--- config.mk ---
export PLATFORM = sky130hd
export DESIGN_NAME = store_buffer
export DESIGN_NICKNAME = d
export VERILOG_FILES = /design/src/rtl/store_pkg.sv /design/src/rtl/store_lane_fmt.sv /design/src/rtl/store_buffer.sv
export SDC_FILE = /design/constraint.sdc
export NUM_CORES = 1
export LEC_CHECK = 0
export BUFFER_PORTS_ARGS = -buffer_cell sky130_fd_sc_hd__buf_2
export CAP_MARGIN = 20
export CORE_UTILIZATION = 26
export CTS_CLUSTER_SIZE = 40
export DETAILED_ROUTE_END_ITERATION = 6
export PLACE_DENSITY_LB_ADDON = 0.08
export SYNTH_ARGS = -nofsm -noshare
export SYNTH_HDL_FRONTEND = slang
export SYNTH_SLANG_ARGS = --single-unit
--- constraint.sdc ---
create_clock -name clk -period 5.49 [get_ports clk]
set_input_delay 1.3725 -clock clk [delete_from_list [all_inputs] [get_ports clk]]
set_output_delay 1.3725 -clock clk [all_outputs]
set_load 0.005 [all_outputs]
--- src/rtl/store_pkg.sv ---
// store_pkg: shared definitions for the store buffer.
// Holds the store-size encoding and the layout of one queued store entry.
package store_pkg;

    // Store size encoding presented by the MEM stage (2'b11 is illegal)
    localparam logic [1:0] SZ_BYTE = 2'b00;
    localparam logic [1:0] SZ_HALF = 2'b01;
    localparam logic [1:0] SZ_WORD = 2'b10;

    // One buffered store: word address, lane-aligned data and byte enables
    typedef struct packed {
        logic [29:0] waddr;
        logic [31:0] wdata;
        logic [3:0]  be;
    } sb_entry_t;

endpackage

--- src/rtl/store_lane_fmt.sv ---
// store_lane_fmt: combinational store formatter.
// Replicates narrow store data across the word lanes, derives the byte
// enables from the low address bits and flags misaligned or illegal sizes.
module store_lane_fmt
    import store_pkg::*;
(
    input  logic [1:0]  addr_lo_i,
    input  logic [1:0]  size_i,
    input  logic [31:0] data_i,
    output logic [31:0] wdata_o,
    output logic [3:0]  be_o,
    output logic        err_o
);

    // Lane placement and legality for each store size
    always_comb begin
        wdata_o = '0;
        be_o    = '0;
        err_o   = 1'b0;
        case (size_i)
            SZ_BYTE: begin
                wdata_o = {4{data_i[7:0]}};
                be_o    = 4'b0001 << addr_lo_i;
            end
            SZ_HALF: begin
                wdata_o = {2{data_i[15:0]}};
                be_o    = addr_lo_i[1] ? 4'b1100 : 4'b0011;
                err_o   = addr_lo_i[0];
            end
            SZ_WORD: begin
                wdata_o = data_i;
                be_o    = 4'b1111;
                err_o   = |addr_lo_i;
            end
            default: begin
                err_o   = 1'b1;
            end
        endcase
    end

endmodule

--- src/rtl/store_buffer.sv ---
// store_buffer: formats MEM-stage stores into word lanes and queues them in a
// small FIFO that drains to data memory over a req/gnt handshake.
// Optional feature macro: STORE_MERGE_EN -- a legal store hitting the tail
// entry's word (with at least two entries held) is merged into that entry.
module store_buffer
    import store_pkg::*;
#(
    parameter int DEPTH = 4
) (
    input  logic        clk,
    input  logic        rst_n,
    input  logic        st_valid,
    output logic        st_ready,
    input  logic [31:0] st_addr,
    input  logic [31:0] st_data,
    input  logic [1:0]  st_size,
    output logic        st_err,
    output logic        mem_req,
    input  logic        mem_gnt,
    output logic [31:0] mem_addr,
    output logic [31:0] mem_wdata,
    output logic [3:0]  mem_be,
    output logic        sb_empty
);

    localparam int PW = (DEPTH > 1) ? $clog2(DEPTH) : 1;
    localparam int CW = PW + 1;

    sb_entry_t       entries_q [DEPTH];
    logic [PW-1:0]   head_q, head_d;
    logic [PW-1:0]   tail_q, tail_d;
    logic [CW-1:0]   count_q, count_d;
    logic            st_err_q;

    logic [31:0]     fmt_wdata;
    logic [3:0]      fmt_be;
    logic            fmt_err;

    logic            full;
    logic            accept;
    logic            legal_acc;
    logic            push;
    logic            pop;
    sb_entry_t       new_entry;

    store_lane_fmt u_fmt (
        .addr_lo_i (st_addr[1:0]),
        .size_i    (st_size),
        .data_i    (st_data),
        .wdata_o   (fmt_wdata),
        .be_o      (fmt_be),
        .err_o     (fmt_err)
    );

    assign full      = (count_q == CW'(DEPTH));
    assign accept    = st_valid && st_ready;
    assign legal_acc = accept && !fmt_err;
    // A grant while empty is ignored
    assign pop       = (count_q != '0) && mem_gnt;

    assign new_entry.waddr = st_addr[31:2];
    assign new_entry.wdata = fmt_wdata;
    assign new_entry.be    = fmt_be;

`ifdef STORE_MERGE_EN
    logic [PW-1:0]   tail_prev;
    logic            merge_hit;
    logic            do_merge;
    sb_entry_t       merged_entry;

    // Tail entry sits one slot behind the write pointer
    assign tail_prev = tail_q - 1'b1;

    // Merge only when the tail is not the head currently offered to memory
    always_comb begin
        merge_hit = (count_q >= CW'(2)) &&
                    (entries_q[tail_prev].waddr == st_addr[31:2]);
        st_ready  = !full || merge_hit;
        do_merge  = legal_acc && merge_hit;
        push      = legal_acc && !merge_hit;
    end

    // New bytes overwrite their lanes; untouched lanes keep the old data
    always_comb begin
        merged_entry       = entries_q[tail_prev];
        merged_entry.be    = entries_q[tail_prev].be | fmt_be;
        for (int b = 0; b < 4; b++) begin
            if (fmt_be[b]) begin
                merged_entry.wdata[8*b +: 8] = fmt_wdata[8*b +: 8];
            end
        end
    end
`else
    // Every legal store takes its own slot; readiness is just "not full"
    always_comb begin
        st_ready = !full;
        push     = legal_acc;
    end
`endif

    // Pointer and occupancy next-state
    always_comb begin
        head_d  = head_q;
        tail_d  = tail_q;
        count_d = count_q;
        if (push) begin
            tail_d = tail_q + 1'b1;
        end
        if (pop) begin
            head_d = head_q + 1'b1;
        end
        case ({push, pop})
            2'b10:   count_d = count_q + 1'b1;
            2'b01:   count_d = count_q - 1'b1;
            default: count_d = count_q;
        endcase
    end

    // FIFO state, entry storage and the registered error pulse
    always_ff @(posedge clk or negedge rst_n) begin
        if (!rst_n) begin
            head_q   <= '0;
            tail_q   <= '0;
            count_q  <= '0;
            st_err_q <= 1'b0;
            for (int i = 0; i < DEPTH; i++) begin
                entries_q[i] <= '0;
            end
        end else begin
            head_q   <= head_d;
            tail_q   <= tail_d;
            count_q  <= count_d;
            st_err_q <= accept && fmt_err;
            if (push) begin
                entries_q[tail_q] <= new_entry;
            end
`ifdef STORE_MERGE_EN
            if (do_merge) begin
                entries_q[tail_prev] <= merged_entry;
            end
`endif
        end
    end

    assign st_err    = st_err_q;
    assign mem_req   = (count_q != '0);
    assign sb_empty  = (count_q == '0);
    assign mem_addr  = {entries_q[head_q].waddr, 2'b00};
    assign mem_wdata = entries_q[head_q].wdata;
    assign mem_be    = entries_q[head_q].be;

endmodule

## Word level (Yosys, flattened, before mapping)

Cells that the tools add are included.

| operators by class | value |
|---|---|
| multiply operators | 0 |
| div/mod/pow operators | 0 |
| bitwise gates (word level) | 2 |
| shifts and indexed selects | 1 |
| multiplexer cells | 11 |
| add/subtract/negate cells | 4 |
| $lt $le $gt $ge | 3 |
| eq/ne operators | 5 |
| reduce and logical (&&, ||, !) cells | 12 |

Operator list:

| operator | number |
|---|---|
| $bwmux W264 | 1 |
| $mux W66 | 3 |
| $bmux W66 S2 | 1 |
| $demux W66 S2 | 1 |
| $pmux W32 S3 | 1 |
| $pmux W4 S3 | 1 |
| $ge A3 B3 Y1 const B | 2 |
| $not A2 Y3 | 2 |
| $pmux W3 S2 | 1 |
| $logic_and A1 B1 Y1 | 5 |
| $add A2 B1 Y2 const B | 2 |
| $eq A2 B1 Y1 const B | 2 |
| $eq A2 B2 Y1 const B | 2 |
| $mux W4 | 1 |
| $shl A1 B2 Y4 const A | 1 |
| $add A3 B1 Y3 const B | 1 |
| $eq A3 B3 Y1 const B | 1 |
| $logic_not A3 Y1 | 1 |
| $lt A3 B1 Y1 const B | 1 |
| $pmux W1 S3 | 1 |
| $reduce_bool A3 Y1 | 1 |
| $sub A3 B1 Y3 const B | 1 |
| $logic_not A1 Y1 | 2 |
| $logic_not A2 Y1 | 1 |
| 2 further kinds | 2 |

| storage, ports and cells | value |
|---|---|
| output and inout port bits | 72 |
| word-level logic and storage cells | 54 |
| flip-flop bits (word level) | 272 |
| memories kept | 0 |
| bits of input ports | 70 |
| memory bits (read-only) | 0 |
| bits in latches | 0 |
| memory bits (writable) | 0 |

## Longest topological paths before layout

| logic depth | value |
|---|---|
| depth after elaboration | 6 |
| gate-level depth with buffers | 9 |
| depth with buffers taken out | 8 |

## By module

A second synthesis with hierarchy kept.

| second synthesis, totals | value |
|---|---|
| cell total of the unflattened synthesis | 773 |
| area, all modules | 12,370.6 sq um |

Modules (own cells, without submodules):

| module | instances | area each (sq um) | cells an instance | sequential area each (sq um) |
|---|---|---|---|---|
| store_buffer | 1 | 11,863.9 | 685 | 6,806.5 |
| store_lane_fmt | 1 | 506.7 | 88 | 0.0 |

## Least setup slack after synthesis

OpenSTA, ideal clock, no wires.

| timing | value |
|---|---|
| path type | reg-to-output |
| start point | register head_q[0] |
| end point | output port mem_addr[13] |
| path buffers | 3 |
| data required time | 4,118 ps |
| stages on the path, launching flop included | 5 |
| slack | 2,531 ps |
| data arrival time | 1,587 ps |
| cell sequence | dfrtp_1 -> clkbuf_1 -> buf_2 -> buf_2 -> mux4_2 |

| on the way | value |
|---|---|
| word-level cells in the longest chain between the ends | 4 |

RTL lines:

| element | line | RTL |
|---|---|---|
| start: declaration | store_buffer.sv:30 | `logic [PW-1:0] head_q, head_d;` |
| start signal: assignment | store_buffer.sv:122 | `head_q <= '0;` |
| start signal: assignment | store_buffer.sv:130 | `head_q <= head_d;` |
| $not A2 Y3 (implied by the code) | store_buffer.sv:148 | `assign mem_addr = {entries_q[head_q].waddr, 2'b00};` |
| $bmux W66 S2 | store_buffer.sv:148 |  |
| $mux W66 (2 in a row) | - |  |
| end: declaration | store_buffer.sv:20 | `output logic [31:0] mem_addr,` |

No other way between the ends. The select of a mux whose other input is x is not followed.

## Final worst setup path

| timing | value |
|---|---|
| start point | register head_q[0] |
| end point | output port mem_addr[14] |

The elaborated chain is that of the path after synthesis.

==> impl_metrics.csv <==
group,metric,value,unit
clock_tree,cts_post_setup_buffers_inserted,0,
cells_and_area,nets,1124,
global_routing,grt_pass1_wl,51700,µm
detailed_routing,wl_per_cell,19.8,µm
detailed_routing,vias_per_cell,4.46,
setup_path,slowest_delay,1020,ps
global_routing,grt_pass1_vias,8052,
detailed_routing,drt_iter0_drc,333,
setup_path,critPathKind,"register to output port",
synth,synth_top_family_by_area,"multiplexers",
floorplanning,die-area,48000,µm²
clock_tree,path_clk_slew,50,ps
clock_tree,clockBufferDepth,3,
synth,synth-adder-area-share,0.00674,
setup_path,path_cells,"buf_4 -> mux4_2 -> buf_2",
sta,fin_tns_setup,0,ps
global_routing,grt.total_usage,0.144,
sta,timing.fmax,244,MHz
clock_tree,cts_root_buf,"clkbuf_16",
synth,synth_xor_area_frac,0.00429,
detailed_routing,routed_wl,33300,µm
detailed_routing,via_count,7490,
synth,synth_cell_type_count,31,
synth,ys_warn_count,0,
sta,finalSetupViolCount,0,
clock_tree,cts_htree_levels,2,
detailed_routing,ant_nets,0,
hold_path,hold_end,"entries_q[78]",
sta,fin_crit,4100,ps
placement,post_dp_cell_area,13600,µm²
setup_path,path_delay_family,"flip-flops",
synth,syn_inst,918,
setup_path,r2r-end,"count_q[2]",
global_routing,grt_max_degree,108,
synth,synthSimpleGateAreaFrac,0.0594,
sta,max-slew-margin-rel,0.306,
power_and_ir_drop,power_density,601,nW/µm²
cells_and_area,postLayoutCellArea,14700,µm²
clock_tree,cts_buffers,35,
status,status,"finished clean",
floorplanning,die_x,219,µm
setup_path,startpoint_type,"register",
setup_path,cp-startpoint,"head_q[0]",
sta,finalHoldViolations,0,
clock_tree,cts_num_sinks,272,
hold_path,hold_depth,2,
floorplanning,die_h,219,µm
placement,port_buffers,139,
setup_path,cp.arrival,2730,ps
power_and_ir_drop,leakagePower,6.80,nW
sta,worstMarginPinSlew,1040,ps
synth,muxShareOfSynthArea,0.262,
hold_path,worstHoldStart,"entries_q[78]",
synth,synth_compound_area_frac,0.0775,
floorplanning,core,46600,µm²
sta,worst_hold_slack,474,ps
floorplanning,io_pins,142,
synth,synth_area_per_cell,13.4,µm²
clock_tree,ctsHoldBuffers,0,
placement,place_hpwl,21300,µm
cells_and_area,areaGrowthSynthToFinish,19.8,%
cells_and_area,drive_above_1_share,0.379,
sta,final.period_utilization,0.747,
setup_path,ff2ff_path_depth,8,
run,maxCapViolations,0,
setup_path,r2r_start,"count_q[1]",
synth,ys_seq_area_frac,0.555,
sta,rsz0062_at_grt,"false",
synth,ys_ff_latch,272,
clock_tree,insertion_delay,540,ps
power_and_ir_drop,irDropWorstVdd,0.298,mV
global_routing,grt_overflow_total,0,
setup_path,worst-path-buf-inv,2,
power_and_ir_drop,p_total,8.83,mW
placement,place.gp.congestion,0.689,
sta,drv_slew,0,
setup_path,crit_fanout,37,
setup_path,end_kind,"output port",
floorplanning,initial_core_util,0.263,
sta,finClkSkew,17.6,ps
setup_path,crit_slowest_cell,"dfrtp_4",
global_routing,antenna_found_initial,3,
setup_path,r2r_slack,2970,ps
detailed_routing,drtPass1Iterations,4,
clock_tree,cts_resized,0,
hold_path,min_path_type,"register to register",
setup_path,critPathRequiredTime,4120,ps
floorplanning,row_count,79,
detailed_routing,drcViolationCount,0,
clock_tree,cts_tree,"yes",
synth,netlist_area,12300,µm²
cells by family (layout without fill, tap and decap cells):
| group | after synthesis | in the layout |
|---|---|---|
| DFF | 272 | 272 |
| muxes | 196 | 196 |
| and+or+nand+nor | 181 | 181 |
| AOI/OAI and AO/OA | 180 | 180 |
| buffers and inverters | 76 | 227 |
| adders and majority gates | 6 | 6 |
| xor gates and xnor gates | 6 | 6 |
| other | 1 | 3 |
cells in the final DEF (no fill, tap or decap), types with 2 or more instances in the layout:
master / Yosys / final
clkbuf_8: 0 / 8
nor2b_1: 10 / 9
mux2i_1: 9 / 9
dfrtp_4: 0 / 2
xor2_1: 3 / 3
conb_1: 1 / 2
inv_6: 0 / 2
o21ai_0: 148 / 148
buf_12: 0 / 3
dfrtp_1: 272 / 270
nor2_1: 11 / 11
clkbuf_16: 0 / 36
ha_1: 5 / 5
mux2_4: 72 / 72
clkbuf_1: 13 / 10
a21oi_1: 25 / 25
xnor2_1: 3 / 3
o2111ai_4: 0 / 4
mux4_2: 66 / 66
buf_4: 4 / 19
mux2_2: 49 / 49
nand2_1: 155 / 155
inv_1: 7 / 7
buf_2: 39 / 138
worst register-to-register path, stage by stage (launching register included):
cell,delay [ps]
dfrtp_1,390
or3b_1,610
o211ai_1,340
ha_1,260
inv_1,60
fa_1,370
xor2_1,150
nor2_1,110
xor2_1,150
routing by layer:
metal  share of wire  global-route usage  wire length, µm  vias to the layer above
li1                -                   -                -                     3522
met1            0.46               0.198            15400                     3762
met2            0.46               0.222            15200                      154
met3           0.059              0.0360             1960                       48
met4           0.021              0.0454              687                        4
met5         0.00072                   0               24                        -
how the worst max path moves through the flow:
stage | to | slack [ps] | cells after the start
global placement | entries_q[128] | 1680 | 5
detailed placement | entries_q[234] | 1690 | 5
floorplan | mem_addr[13] | 2530 | 4
CTS | mem_wdata[11] | 1220 | 3
finish | mem_addr[14] | 1390 | 3
global route | mem_addr[14] | 1160 | 3
synth_stat cells:
cell,number,area share
buf_2,39,0.016
conb_1,1,0.00031
mux2_4,72,0.088
dfrtp_1,272,0.56
mux2i_1,9,0.0073
a21boi_0,1,0.00061
mux4_2,66,0.12
and2_1,1,0.00051
buf_1,2,0.00061
nor3_4,1,0.0013
nor2_1,11,0.0034
nor2b_1,10,0.0051
or3b_1,1,0.00071
clkbuf_2,1,0.00041
a21oi_2,1,0.00071
fa_1,1,0.0016
nand2_1,155,0.047
xnor2_1,3,0.0021
buf_4,4,0.0024
ha_1,5,0.0051
xor2_1,3,0.0021
buf_6,10,0.0092
clkbuf_1,13,0.0040
a21oi_1,25,0.010
or3_1,1,0.00051
o21ai_0,148,0.060
inv_1,7,0.0021
nor3_1,1,0.00041
o2111ai_2,4,0.0049
o211ai_1,1,0.00061
mux2_2,49,0.045
power by group:
part | internal (mW) | leakage (nW) | switching, mW
combinational | 1.81 | 2.88 | 1.20
sequential | 2.94 | 3.39 | 0.671
clock | 1.31 | 0.533 | 0.892
area by class of cell:
type                    instances  area [µm²]
multi-input cells             571        5080
repair buffers                161         908
clock buffers                  54        1050
clock inverters                 5        46.3
fillers                      4704       31900
flip-flops and latches        272        6810
diodes                          1        2.50
well taps                     607         759
inverters                       7        26.3
sequential cells by signal (all words and copies together) (netlist names):
register and cells:
tail_q 2, count_q 3, entries_q 264, head_q 2, st_err 1
metrics by stage:
stage	setup WS, ps	utilization	instances
after floorplan	2530	-	919
after global placement	1680	0.292	1618
after detailed placement	1690	0.292	1618
after CTS	1220	0.315	1677
after global routing	1160	0.315	1677
final	1390	0.315	1678
(Power assumes the default switching activity.)
